$ cat src/rtl/fetch_interrupt_sequencer_if.sv
// Bundle between the fetch interrupt sequencer and the fetch/execute side.
//   i_irq                : external interrupt request (level, rising edge is the event)
//   i_hazard_instruction : fetch sees a control-hazard opcode at the current PC
//   i_branch_decision    : PC is redirected to a new target this cycle
//   i_stall              : downstream stall request
//   o_fetch_enable       : PC register enable for the fetch stage
//   o_interrupt_signal   : interrupt inject (NOP injection, PC hold/redirect)
//   o_busy               : sequencer is not idle
//   o_irq_coalesced      : one-cycle pulse, an irq edge merged into a pending one
// slave is the sequencer side, master is the fetch/execute (or bench) side.
interface fetch_interrupt_sequencer_if;
  logic i_irq;
  logic i_hazard_instruction;
  logic i_branch_decision;
  logic i_stall;
  logic o_fetch_enable;
  logic o_interrupt_signal;
  logic o_busy;
  logic o_irq_coalesced;

  modport slave (
    input  i_irq,
    input  i_hazard_instruction,
    input  i_branch_decision,
    input  i_stall,
    output o_fetch_enable,
    output o_interrupt_signal,
    output o_busy,
    output o_irq_coalesced
  );

  modport master (
    output i_irq,
    output i_hazard_instruction,
    output i_branch_decision,
    output i_stall,
    input  o_fetch_enable,
    input  o_interrupt_signal,
    input  o_busy,
    input  o_irq_coalesced
  );
endinterface

$ cat src/rtl/fetch_interrupt_sequencer.sv
// Sequences the fetch stage around interrupts and control hazards.
// An irq edge is latched, held until no control-hazard instruction is in
// flight, then injected for INT_CYCLES cycles; fetch is then frozen until the
// vector/branch target resolves.
// Ports:
//   i_clk   : rising-edge clock
//   i_reset : asynchronous active-high reset
//   bus     : fetch_interrupt_sequencer_if.slave (irq/hazard/branch/stall in,
//             fetch_enable/interrupt_signal/busy/irq_coalesced out)
module fetch_interrupt_sequencer #(
  parameter int HAZ_WINDOW = 3,
  parameter int INT_CYCLES = 2,
  parameter int CNT_W      = 3
) (
  input  logic                          i_clk,
  input  logic                          i_reset,
  fetch_interrupt_sequencer_if.slave    bus
);

  typedef enum logic [1:0] {
    IDLE    = 2'd0,
    PENDING = 2'd1,
    INJECT  = 2'd2,
    DRAIN   = 2'd3
  } state_t;

  localparam logic [CNT_W-1:0] CNT_ZERO = {CNT_W{1'b0}};
  localparam logic [CNT_W-1:0] CNT_ONE  = {{(CNT_W-1){1'b0}}, 1'b1};
  localparam logic [CNT_W-1:0] HAZ_LOAD = CNT_W'(HAZ_WINDOW);
  localparam logic [CNT_W-1:0] INT_LOAD = CNT_W'(INT_CYCLES - 1);

  state_t           state_r;
  state_t           state_next_s;
  logic             irq_prev_r;
  logic             irq_pending_r;
  logic             coalesced_r;
  logic [CNT_W-1:0] haz_cnt_r;
  logic [CNT_W-1:0] int_cnt_r;

  logic             irq_rise_s;
  logic             coalesce_s;
  logic             haz_load_s;
  logic             fire_s;
  logic             fetch_enable_s;
  logic             fetch_en_gated_s;
  logic             interrupt_s;
  logic             busy_s;

  assign irq_rise_s = bus.i_irq & ~irq_prev_r;
  // An edge arriving while one is already being handled is merged into it
  // and must not re-arm irq_pending.
  assign coalesce_s = irq_rise_s & (irq_pending_r | (state_r != IDLE));
  // PC enable is forced low while reset is held, independent of state.
  assign fetch_en_gated_s = fetch_enable_s & ~i_reset;
  assign haz_load_s = bus.i_hazard_instruction & fetch_en_gated_s;
  // Inject only once no hazard is in flight, none is being fetched now,
  // nothing stalls and no redirect happens this cycle.
  assign fire_s = (state_r == PENDING) && (haz_cnt_r == CNT_ZERO) &&
                  !bus.i_stall && !bus.i_branch_decision && !haz_load_s;

  // FSM state register
  always_ff @(posedge i_clk or posedge i_reset) begin
    if (i_reset) begin
      state_r <= IDLE;
    end else begin
      state_r <= state_next_s;
    end
  end

  // FSM next-state logic
  always_comb begin
    state_next_s = state_r;
    case (state_r)
      IDLE: begin
        if (irq_pending_r) state_next_s = PENDING;
        else               state_next_s = IDLE;
      end
      PENDING: begin
        if (fire_s) state_next_s = INJECT;
        else        state_next_s = PENDING;
      end
      INJECT: begin
        if (int_cnt_r == CNT_ZERO) state_next_s = DRAIN;
        else                       state_next_s = INJECT;
      end
      DRAIN: begin
        if (bus.i_branch_decision) state_next_s = IDLE;
        else                       state_next_s = DRAIN;
      end
      default: state_next_s = IDLE;
    endcase
  end

  // FSM outputs: inject/busy from state only, fetch enable also from inputs
  always_comb begin
    fetch_enable_s = 1'b0;
    interrupt_s    = 1'b0;
    busy_s         = 1'b0;
    case (state_r)
      IDLE: begin
        fetch_enable_s = ~bus.i_stall;
      end
      PENDING: begin
        fetch_enable_s = ~bus.i_stall;
        busy_s         = 1'b1;
      end
      INJECT: begin
        fetch_enable_s = 1'b1;
        interrupt_s    = 1'b1;
        busy_s         = 1'b1;
      end
      DRAIN: begin
        fetch_enable_s = bus.i_branch_decision;
        busy_s         = 1'b1;
      end
      default: begin
        fetch_enable_s = 1'b0;
        interrupt_s    = 1'b0;
        busy_s         = 1'b0;
      end
    endcase
  end

  // Edge detect, pending latch, coalesce pulse, hazard and inject counters
  always_ff @(posedge i_clk or posedge i_reset) begin
    if (i_reset) begin
      irq_prev_r    <= 1'b0;
      irq_pending_r <= 1'b0;
      coalesced_r   <= 1'b0;
      haz_cnt_r     <= CNT_ZERO;
      int_cnt_r     <= CNT_ZERO;
    end else begin
      irq_prev_r  <= bus.i_irq;
      coalesced_r <= coalesce_s;

      // A fresh edge wins over the clear issued when injection starts.
      if (irq_rise_s && !coalesce_s) irq_pending_r <= 1'b1;
      else if (fire_s)               irq_pending_r <= 1'b0;
      else                           irq_pending_r <= irq_pending_r;

      // A newly fetched hazard wins over a same-cycle branch resolution.
      if (haz_load_s)                   haz_cnt_r <= HAZ_LOAD;
      else if (bus.i_branch_decision)   haz_cnt_r <= CNT_ZERO;
      else if (haz_cnt_r != CNT_ZERO)   haz_cnt_r <= haz_cnt_r - CNT_ONE;
      else                              haz_cnt_r <= haz_cnt_r;

      if (fire_s)
        int_cnt_r <= INT_LOAD;
      else if ((state_r == INJECT) && (int_cnt_r != CNT_ZERO))
        int_cnt_r <= int_cnt_r - CNT_ONE;
      else
        int_cnt_r <= int_cnt_r;
    end
  end

  assign bus.o_fetch_enable     = fetch_en_gated_s;
  assign bus.o_interrupt_signal = interrupt_s;
  assign bus.o_busy             = busy_s;
  assign bus.o_irq_coalesced    = coalesced_r;

endmodule

$ cat src/flat_wrapper.sv
// flat-port wrapper written by rule: the top's interface ports become plain ports
module fetch_interrupt_sequencer_flat 
#(
  parameter int HAZ_WINDOW = 3,
  parameter int INT_CYCLES = 2,
  parameter int CNT_W      = 3
)
  (i_clk, i_reset, bus_i_irq, bus_i_hazard_instruction, bus_i_branch_decision, bus_i_stall, bus_o_fetch_enable, bus_o_interrupt_signal, bus_o_busy, bus_o_irq_coalesced);
  fetch_interrupt_sequencer_if bus_i ();
  input  logic i_clk;
  input  logic i_reset;
  input wire logic [$bits(bus_i.i_irq)-1:0] bus_i_irq;
  input wire logic [$bits(bus_i.i_hazard_instruction)-1:0] bus_i_hazard_instruction;
  input wire logic [$bits(bus_i.i_branch_decision)-1:0] bus_i_branch_decision;
  input wire logic [$bits(bus_i.i_stall)-1:0] bus_i_stall;
  output wire logic [$bits(bus_i.o_fetch_enable)-1:0] bus_o_fetch_enable;
  output wire logic [$bits(bus_i.o_interrupt_signal)-1:0] bus_o_interrupt_signal;
  output wire logic [$bits(bus_i.o_busy)-1:0] bus_o_busy;
  output wire logic [$bits(bus_i.o_irq_coalesced)-1:0] bus_o_irq_coalesced;
  assign bus_i.i_irq = bus_i_irq;
  assign bus_i.i_hazard_instruction = bus_i_hazard_instruction;
  assign bus_i.i_branch_decision = bus_i_branch_decision;
  assign bus_i.i_stall = bus_i_stall;
  assign bus_o_fetch_enable = bus_i.o_fetch_enable;
  assign bus_o_interrupt_signal = bus_i.o_interrupt_signal;
  assign bus_o_busy = bus_i.o_busy;
  assign bus_o_irq_coalesced = bus_i.o_irq_coalesced;
  fetch_interrupt_sequencer #(.HAZ_WINDOW(HAZ_WINDOW), .INT_CYCLES(INT_CYCLES), .CNT_W(CNT_W)) u_core (.i_clk(i_clk), .i_reset(i_reset), .bus(bus_i));
endmodule
$ cat config.mk
export PLATFORM = sky130hd
export DESIGN_NAME = fetch_interrupt_sequencer_flat
export DESIGN_NICKNAME = d
export VERILOG_FILES = /design/src/rtl/fetch_interrupt_sequencer_if.sv /design/src/rtl/fetch_interrupt_sequencer.sv /design/src/flat_wrapper.sv
export SDC_FILE = /design/constraint.sdc
export NUM_CORES = 1
export LEC_CHECK = 0
export ABC_AREA = 1
export ABC_CLOCK_PERIOD_IN_PS = 2400
export CORE_ASPECT_RATIO = 0.8
export CORE_UTILIZATION = 30
export CTS_CLUSTER_DIAMETER = 50
export CTS_CLUSTER_SIZE = 10
export DETAILED_ROUTE_END_ITERATION = 10
export PLACE_DENSITY_LB_ADDON = 0.25
export SYNTH_ARGS = -nofsm -noshare
export SYNTH_HDL_FRONTEND = slang
export SYNTH_SLANG_ARGS = --single-unit
$ cat constraint.sdc
create_clock -name i_clk -period 2.4 [get_ports i_clk]
set_input_delay 0.48 -clock i_clk [delete_from_list [all_inputs] [get_ports i_clk]]
set_output_delay 0.48 -clock i_clk [all_outputs]
set_load 0.005 [all_outputs]
==> flow_summary.ini, run 1 <==
[outcome]
outcome = complete, no violations

[floorplanning]
start_util_pct = 34.03
die_w_um = 51.45
ios = 10
core_um2 = 1724
dieArea_um2 = 2138
core.rowCount = 13
die_y_um = 41.56

[setup_path]
crit_chain = clkdlybuf4s50_1 > a21oi_2 > and2_1 > clkdlybuf4s50_1
crit_path_start_kind = primary input
cp-end-kind = primary output
critPathArrivalTime_ns = 1.73
required_ns = 1.92
cp_max_fo = 2
critPathMaxStageDelay_ns = 0.49
worst-setup-path-type = in -> out
critPathMostFrequentCell = clkdlybuf4s50_1
cp_slowest_cell = clkdlybuf4s50_1

[grt]
grt_usage_pct = 13.16
first_global_vias = 466
grt-ovfl-total = 0
grt_pass1_wl_um = 1994
antenna_found_initial = 0
grt_max_degree = 12

[placement]
dp_hpwl_um = 856.1
placement.io_buffers = 9
routabilityCongestion = 0.7204

[cells_and_area]
final_nets = 93
fill_cells = 183
antenna_cells = 0
multiInputGateArea_um2 = 255.2
area_growth_pct = 25.80
drive_above_1_share_pct = 13.41
seqCellArea_um2 = 275.3

[pwr]
p_leak_nw = 0.3650
power_density_nw_per_um2 = 1006
power_mw = 0.7430
vdd.ir_drop.worst_v = 0.0004861

[yosys]
netlist_top_cells_area = dfrtp_1 (47%), inv_1 (9.0%), ha_1 (8.5%)
synth-edff-count = 0
syn_area_um2 = 586.8
syn_avg_cell_area_um2 = 8.630
ys_ff_latch = 11
syn_inst = 68
yosysMostFrequentCell = inv_1
async_flop_share_pct = 100.0
ys.flop_type = dfrtp_1
synth_top_area_cell = dfrtp_1
syn-num-nets = 78
yosysUniqueCellTypes = 19
synth_commonest_cells = inv_1 (14), nand2_1 (12), dfrtp_1 (11)
synth_warnings = 0
seq_area_frac_synth_pct = 46.91
synth_top_area_share_pct = 46.91

[sta]
rsz0062_at_grt = no
finalCritPeriodShare_pct = 91.96
skew_ns = 0.001768
fin_crit_ns = 2.207
relSlewSlack_pct = 70.21
fmax_mhz = 453.1
fin_setup_tns_ns = 0
drv_slew = 0
hold_violations = 0
tightest_slew_ns = 0.4464
setup_viol = 0

[clock_tree]
clock_latency_ns = 0.26
htree_levels = 1
cts_setup_buffers = 0
cts_root_buf = clkbuf_4
cts.sinks = 11
cts-resized-gates = 0
hold_buffers = 0
clk_path_buf_depth = 2
path_clk_slew_ns = 0.07
cts_tree = done
numCtsBuffers = 3

[detailed_routing]
num_vias = 473
finalWirelength_um = 1096
wire_per_inst_um = 10.54
drt-pass1-iter-count = 4
drcViolationCount = 0
drt-vias-per-instance = 4.548
ant_nets = 0
dr.first_iter.drc_count = 7

[min_path]
hold_path_class = reg -> reg

[flow_run]
maxCapViolations = 0
[through the flow]
step           utilization [%]  cells  hold slack [ns]  setup slack (ns)  cell area, µm²
2_1_floorplan                -     68           0.3324             1.095           586.8
3_3_place_gp             41.29    100           0.4263            0.1824           711.9
3_5_place_dp             41.29    100           0.4279            0.1817           711.9
4_1_cts                  42.82    104           0.4380            0.1817           738.2
5_1_grt                  42.82    104           0.4567            0.1413           738.2
6_report                 42.82    104           0.4350            0.1930           738.2
[cell type report]
cell class / instances / area share [%]
repair buffers: 10 / 13.22
well taps: 22 / 3.729
multi-input cells: 42 / 34.58
inverters: 15 / 7.627
clock buffers: 4 / 3.559
flip-flops and latches: 11 / 37.29
[metal layers]
layer	up-vias	share of wire [%]	track usage [%]
met4	0	1.1	3.243
li1	246	-	-
met5	-	0	0
met2	6	47	19.22
met1	219	47	16.03
met3	2	4.7	8.425
[sequential cells by signal, indices dropped and copies added, names as in the netlist]
register,count
u_core.irq_pending_r,1
u_core.int_cnt_r,3
u_core.haz_cnt_r,3
u_core.bus.o_irq_coalesced,1
u_core.state_r,2
u_core.irq_prev_r,1
[logic make-up (layout without fill, tap and decap cells)]
logic type | count (synthesis) | after routing | share of synthesized area, %
AND/OR/NAND/NOR | 32 | 32 | 28.36
AO/OA/AOI/OAI | 6 | 6 | 6.610
adder cells (fa/ha/maj) | 4 | 4 | 8.529
buffers and inverters | 15 | 29 | 9.594
flip-flops | 11 | 11 | 46.91
[critical path, delay by kind of cell]
family	cells	cell delay [ns]
compound gates	1	0.17
simple gates	1	0.13
buf+inv	2	0.94
[cell usage in the layout (no fill, tap or decap), drive strengths merged]
cell,count
inv,15
nand2,13
dfrtp,11
clkdlybuf4s50,9
nand3,9
ha,4
clkbuf,4
o21ai,3
or2,3
nor2,3
and2,2
nor3,2
a21oi,1
o22ai,1
o221ai,1
buf,1
[where the power goes]
part / internal (mW) / leakage, nW / switching [mW] / total (mW)
Combinational: 0.147 / 0.213 / 0.174 / 0.320
Clock: 0.0642 / 0.0150 / 0.0589 / 0.123
Sequential: 0.255 / 0.137 / 0.0446 / 0.299
[final timing paths]
path / from / end / slack, ns / depth (start not counted)
setup reg to reg: u_core.haz_cnt_r[0] / u_core.state_r[0] / 0.97 / 8
max in group asynchronous: i_reset / u_core.int_cnt_r[0] / 1.53 / 2
setup / recovery: bus_i_stall / bus_o_fetch_enable / 0.19 / 4
hold / removal: u_core.irq_prev_r / u_core.bus.o_irq_coalesced / 0.43 / 1
hold reg to reg: u_core.irq_prev_r / u_core.bus.o_irq_coalesced / 0.43 / 1
min in group asynchronous: i_reset / u_core.bus.o_irq_coalesced / 0.57 / 2
(Power assumes the default switching activity.)
==> run 2: changes to the inputs <==
CAP_MARGIN = 10   (was unset)
CORE_ASPECT_RATIO = unset   (was 0.8)
CORE_UTILIZATION = 40   (was 30)
GPL_TIMING_DRIVEN = 0   (was unset)
==> flow_summary.ini, run 2 (same netlist as run 1, synthesis figures left out) <==
[cells_and_area]
fill_cells = 129
area_growth_pct = 23.03
layout_commonest_cell = inv_1
reg_top3 = u_core.haz_cnt_r x3, u_core.int_cnt_r x3, u_core.state_r x2
utilization_pct = 54.13
drive_above_1_share_pct = 12.35
antenna_cells = 0
final_cell_mix = inv_1 (14), nand2_1 (12), dfrtp_1 (11)
final_nets = 92

[setup_path]
critPathMostFrequentCell = clkdlybuf4s50_1
worst-setup-path-type = in -> out
critPathArrivalTime_ns = 1.79
critPathMaxStageDelay_ns = 0.49
required_ns = 1.92
crit_path_start_kind = primary input
rr_worst_depth = 8
cp-end-kind = primary output
cp_max_fo = 4
reg2reg_to = u_core.state_r[0]
r2r_slack_ns = 1.01
r2r_start = u_core.haz_cnt_r[1]
cp_slowest_cell = clkdlybuf4s50_1
crit_chain = clkdlybuf4s50_1 > inv_1 > nand3_1 > and2_1 > clkdlybuf4s50_1

[min_path]
hold_path_class = reg -> reg
hp-start = u_core.irq_prev_r
hold_path_end = u_core.bus.o_irq_coalesced
hold_path_depth = 1

[grt]
first_global_vias = 435
grt_pass1_wl_um = 1600
antenna_found_initial = 0
grt-ovfl-total = 0
grt_max_degree = 12
grt_usage_pct = 15.20

[clock_tree]
hold_buffers = 0
numCtsBuffers = 3
cts_tree = done
htree_levels = 1
cts_setup_buffers = 0
path_clk_slew_ns = 0.06
clock_latency_ns = 0.27
cts.sinks = 11
clk_path_buf_depth = 2
cts_root_buf = clkbuf_4
cts-resized-gates = 0

[sta]
skew_ns = 0.004557
tightest_slew_ns = 0.4176
relSlewSlack_pct = 72.13
fmax_mhz = 440.3
drv_slew = 0
rsz0062_at_grt = no
hold_violations = 0
finalCritPeriodShare_pct = 94.64
setup_viol = 0
fin_setup_tns_ns = 0
fin_crit_ns = 2.271

[pwr]
power_density_nw_per_um2 = 1013
p_switching_mw = 0.2704
sequentialPowerShare_pct = 40.6
p_leak_nw = 0.3608
pwr-share-clk_pct = 16.9
combPwrFrac_pct = 42.5
p_int_mw = 0.4613
vdd.ir_drop.worst_v = 0.0004677
power_mw = 0.7317
swShare_pct = 36.95

[detailed_routing]
drcViolationCount = 0
drt-vias-per-instance = 4.813
ant_nets = 0
num_vias = 462
drt-pass1-iter-count = 4
wire_per_inst_um = 10.01
dr.first_iter.drc_count = 14
finalWirelength_um = 961

[outcome]
outcome = complete, no violations

[floorplanning]
start_util_pct = 44.00
die_y_um = 40.30
core.rowCount = 13
ios = 10
dieArea_um2 = 1624
core_um2 = 1334
die_w_um = 40.30

[placement]
routabilityCongestion = 0.6983
placement.io_buffers = 9
dp_hpwl_um = 712

[flow_run]
maxCapViolations = 0
run 2: cell types whose count changed in the layout (fill, tap and decap cells not counted), sizes merged:
cell,previous run,this run
buf,1,0
run 2: through the flow:
stage / instance area (µm²) / hold WS, ns / cells / worst slack (ns)
floorplan: 586.8 / 0.3324 / 68 / 1.095
global placement: 695.7 / 0.4185 / 92 / 0.1259
detailed placement: 695.7 / 0.4285 / 92 / 0.1296
CTS: 721.9 / 0.4383 / 96 / 0.1204
global route: 721.9 / 0.4416 / 96 / 0.03277
finish: 721.9 / 0.4352 / 96 / 0.1287
run 2: area by class of cell:
class                   count  area (µm²)  area share, %
well taps                  15       18.77          2.600
repair buffers              9       90.09          12.48
inverters                  15       56.30          7.799
clock buffers               4       26.28          3.640
multi-input cells          42       255.2          35.36
flip-flops and latches     11       275.3          38.13
run 2: worst max-delay path by stage:
| stage | endpoint | slack (ns) | cells past startpoint | startpoint |
|---|---|---|---|---|
| floorplan | bus_o_fetch_enable | 1.10 | 3 | bus_i_branch_decision |
| global placement | bus_o_fetch_enable | 0.13 | 5 | bus_i_branch_decision |
| detailed placement | bus_o_fetch_enable | 0.13 | 5 | bus_i_branch_decision |
| CTS | bus_o_fetch_enable | 0.12 | 5 | bus_i_branch_decision |
| global route | bus_o_fetch_enable | 0.03 | 5 | bus_i_branch_decision |
| finish | bus_o_fetch_enable | 0.13 | 5 | bus_i_branch_decision |
run 2: metal layers:
| metal | wire [µm] | vias to the layer above | global-route usage, % |
|---|---|---|---|
| met2 | 447 | 11 | 25.40 |
| met5 | 0 | - | 0 |
| met1 | 449 | 206 | 16.90 |
| met3 | 64 | 0 | 3.889 |
| li1 | - | 245 | - |
| met4 | 0 | 0 | 10.00 |
run 2: power groups by stage:
| stage | sequential, mW | combinational (mW) | clock [mW] |
|---|---|---|---|
| floorplan | 0.293 | 0.223 | 0 |
| global placement | 0.298 | 0.300 | 0 |
| detailed placement | 0.300 | 0.312 | 0 |
| CTS | 0.298 | 0.318 | 0.131 |
| global route | 0.308 | 0.372 | 0.139 |
| finish | 0.297 | 0.311 | 0.124 |
run 2: worst max-delay path, delay by kind of cell:
family	cells	cell delay, ns
AND/OR/NAND/NOR	2	0.27
buffers and inverters	3	1.04
==> run 3: changes to the inputs <==
CELL_PAD_IN_SITES_DETAIL_PLACEMENT = 0   (was unset)
CELL_PAD_IN_SITES_GLOBAL_PLACEMENT = 1   (was unset)
CORE_UTILIZATION = 39   (was 40)
==> flow_summary.ini, run 3 (same netlist as run 1, synthesis figures left out) <==
[outcome]
outcome = complete, no violations

[grt]
grt-ovfl-total = 0
grt_pass1_wl_um = 1593
grt_max_degree = 12
antenna_found_initial = 0
first_global_vias = 386
grt_usage_pct = 15.98

[sta]
skew_ns = 0.003439
drv_slew = 0
fin_setup_tns_ns = 0
finalCritPeriodShare_pct = 94.70
fmax_mhz = 440.0
setup_viol = 0
final.setup.worst_slack_ns = 0.1271
tightest_slew_ns = 0.4162
fin_crit_ns = 2.273
relSlewSlack_pct = 72.22
rsz0062_at_grt = no
hold_violations = 0

[cells_and_area]
antenna_cells = 0
drive_above_1_share_pct = 12.35
area_growth_pct = 23.03
reg_top3 = u_core.haz_cnt_r x3, u_core.int_cnt_r x3, u_core.state_r x2
final_nets = 92
stdcell_area_um2 = 721.9
final_cell_mix = inv_1 (14), nand2_1 (12), dfrtp_1 (11)
final_cells = 96
layout_commonest_cell = inv_1
utilization_pct = 53.48

[placement]
dp_hpwl_um = 751.9
dp_slack_ns = 0.1169
post_dp_cell_area_um2 = 695.7
routabilityCongestion = 0.6071
dp.cells = 92
placement.io_buffers = 9

[pwr]
power_density_nw_per_um2 = 1008
vdd.ir_drop.worst_v = 0.0004256
p_leak_nw = 0.3608

[setup_path]
cp_max_fo = 4
rr_worst_depth = 6
r2r_slack_ns = 1.00
crit_path_start = bus_i_branch_decision
reg2reg_to = u_core.haz_cnt_r[2]
cp-end-kind = primary output
crit_path_start_kind = primary input
critPathArrivalTime_ns = 1.79
worst-setup-path-type = in -> out
r2r_start = u_core.haz_cnt_r[0]
required_ns = 1.92

[clock_tree]
htree_levels = 1
cts_setup_buffers = 0
cts.sinks = 11
clk_path_buf_depth = 2
cts_tree = done
path_clk_slew_ns = 0.08
hold_buffers = 0
cts-resized-gates = 0
numCtsBuffers = 3
cts_root_buf = clkbuf_4
clock_latency_ns = 0.26

[floorplanning]
ios = 10
dieArea_um2 = 1664
start_util_pct = 43.47
core_um2 = 1350
die_y_um = 40.79
core.rowCount = 13
die_w_um = 40.79

[min_path]
hp-start = u_core.irq_prev_r
hold_path_end = u_core.bus.o_irq_coalesced
hold_path_depth = 1
hold_path_class = reg -> reg

[detailed_routing]
drcViolationCount = 0
drt-pass1-iter-count = 4
drt-vias-per-instance = 4.719
dr.first_iter.drc_count = 11
finalWirelength_um = 991
num_vias = 453
ant_nets = 0
wire_per_inst_um = 10.32

[flow_run]
maxCapViolations = 0
run 3: routing by layer:
metal	track usage, %	part of all wire, %
met1	21.92	54
met3	5.435	3.9
met4	12.50	1.6
met5	0	0
met2	19.92	40
run 3: worst max path at each step:
stage,end,slack [ns],cells after the start
2_1_floorplan,bus_o_fetch_enable,1.10,3
3_3_place_gp,bus_o_fetch_enable,0.13,5
3_5_place_dp,bus_o_fetch_enable,0.12,5
4_1_cts,bus_o_fetch_enable,0.12,5
5_1_grt,bus_o_fetch_enable,0.03,5
6_report,bus_o_fetch_enable,0.13,5
run 3: final cells by class:
class	instances	area, µm²
Multi-Input combinational cell	42	255.2
Timing Repair Buffer	9	90.09
Tap cell	15	18.77
Clock buffer	4	26.28
Inverter	15	56.30
Fill cell	137	628.1
Sequential cell	11	275.3
run 3: per-stage QoR:
stage               power, mW  hold slack, ns
finish                 0.7275          0.4304
global route           0.8152          0.4579
detailed placement     0.6086          0.4275
global placement       0.6022          0.4239
CTS                    0.7439          0.4340
floorplan              0.5161          0.3324
run 3: power breakdown:
group	switching, mW	internal [mW]	total [mW]
registers	0.0416	0.255	0.296
clock network	0.0637	0.0642	0.128
logic	0.163	0.140	0.303
total	0.268	0.459	0.727
run 3: worst max-delay path: stages:
cell             delay (ns)
clkdlybuf4s50_1        0.49
inv_1                  0.06
nand3_1                0.13
and2_1                 0.14
clkdlybuf4s50_1        0.49
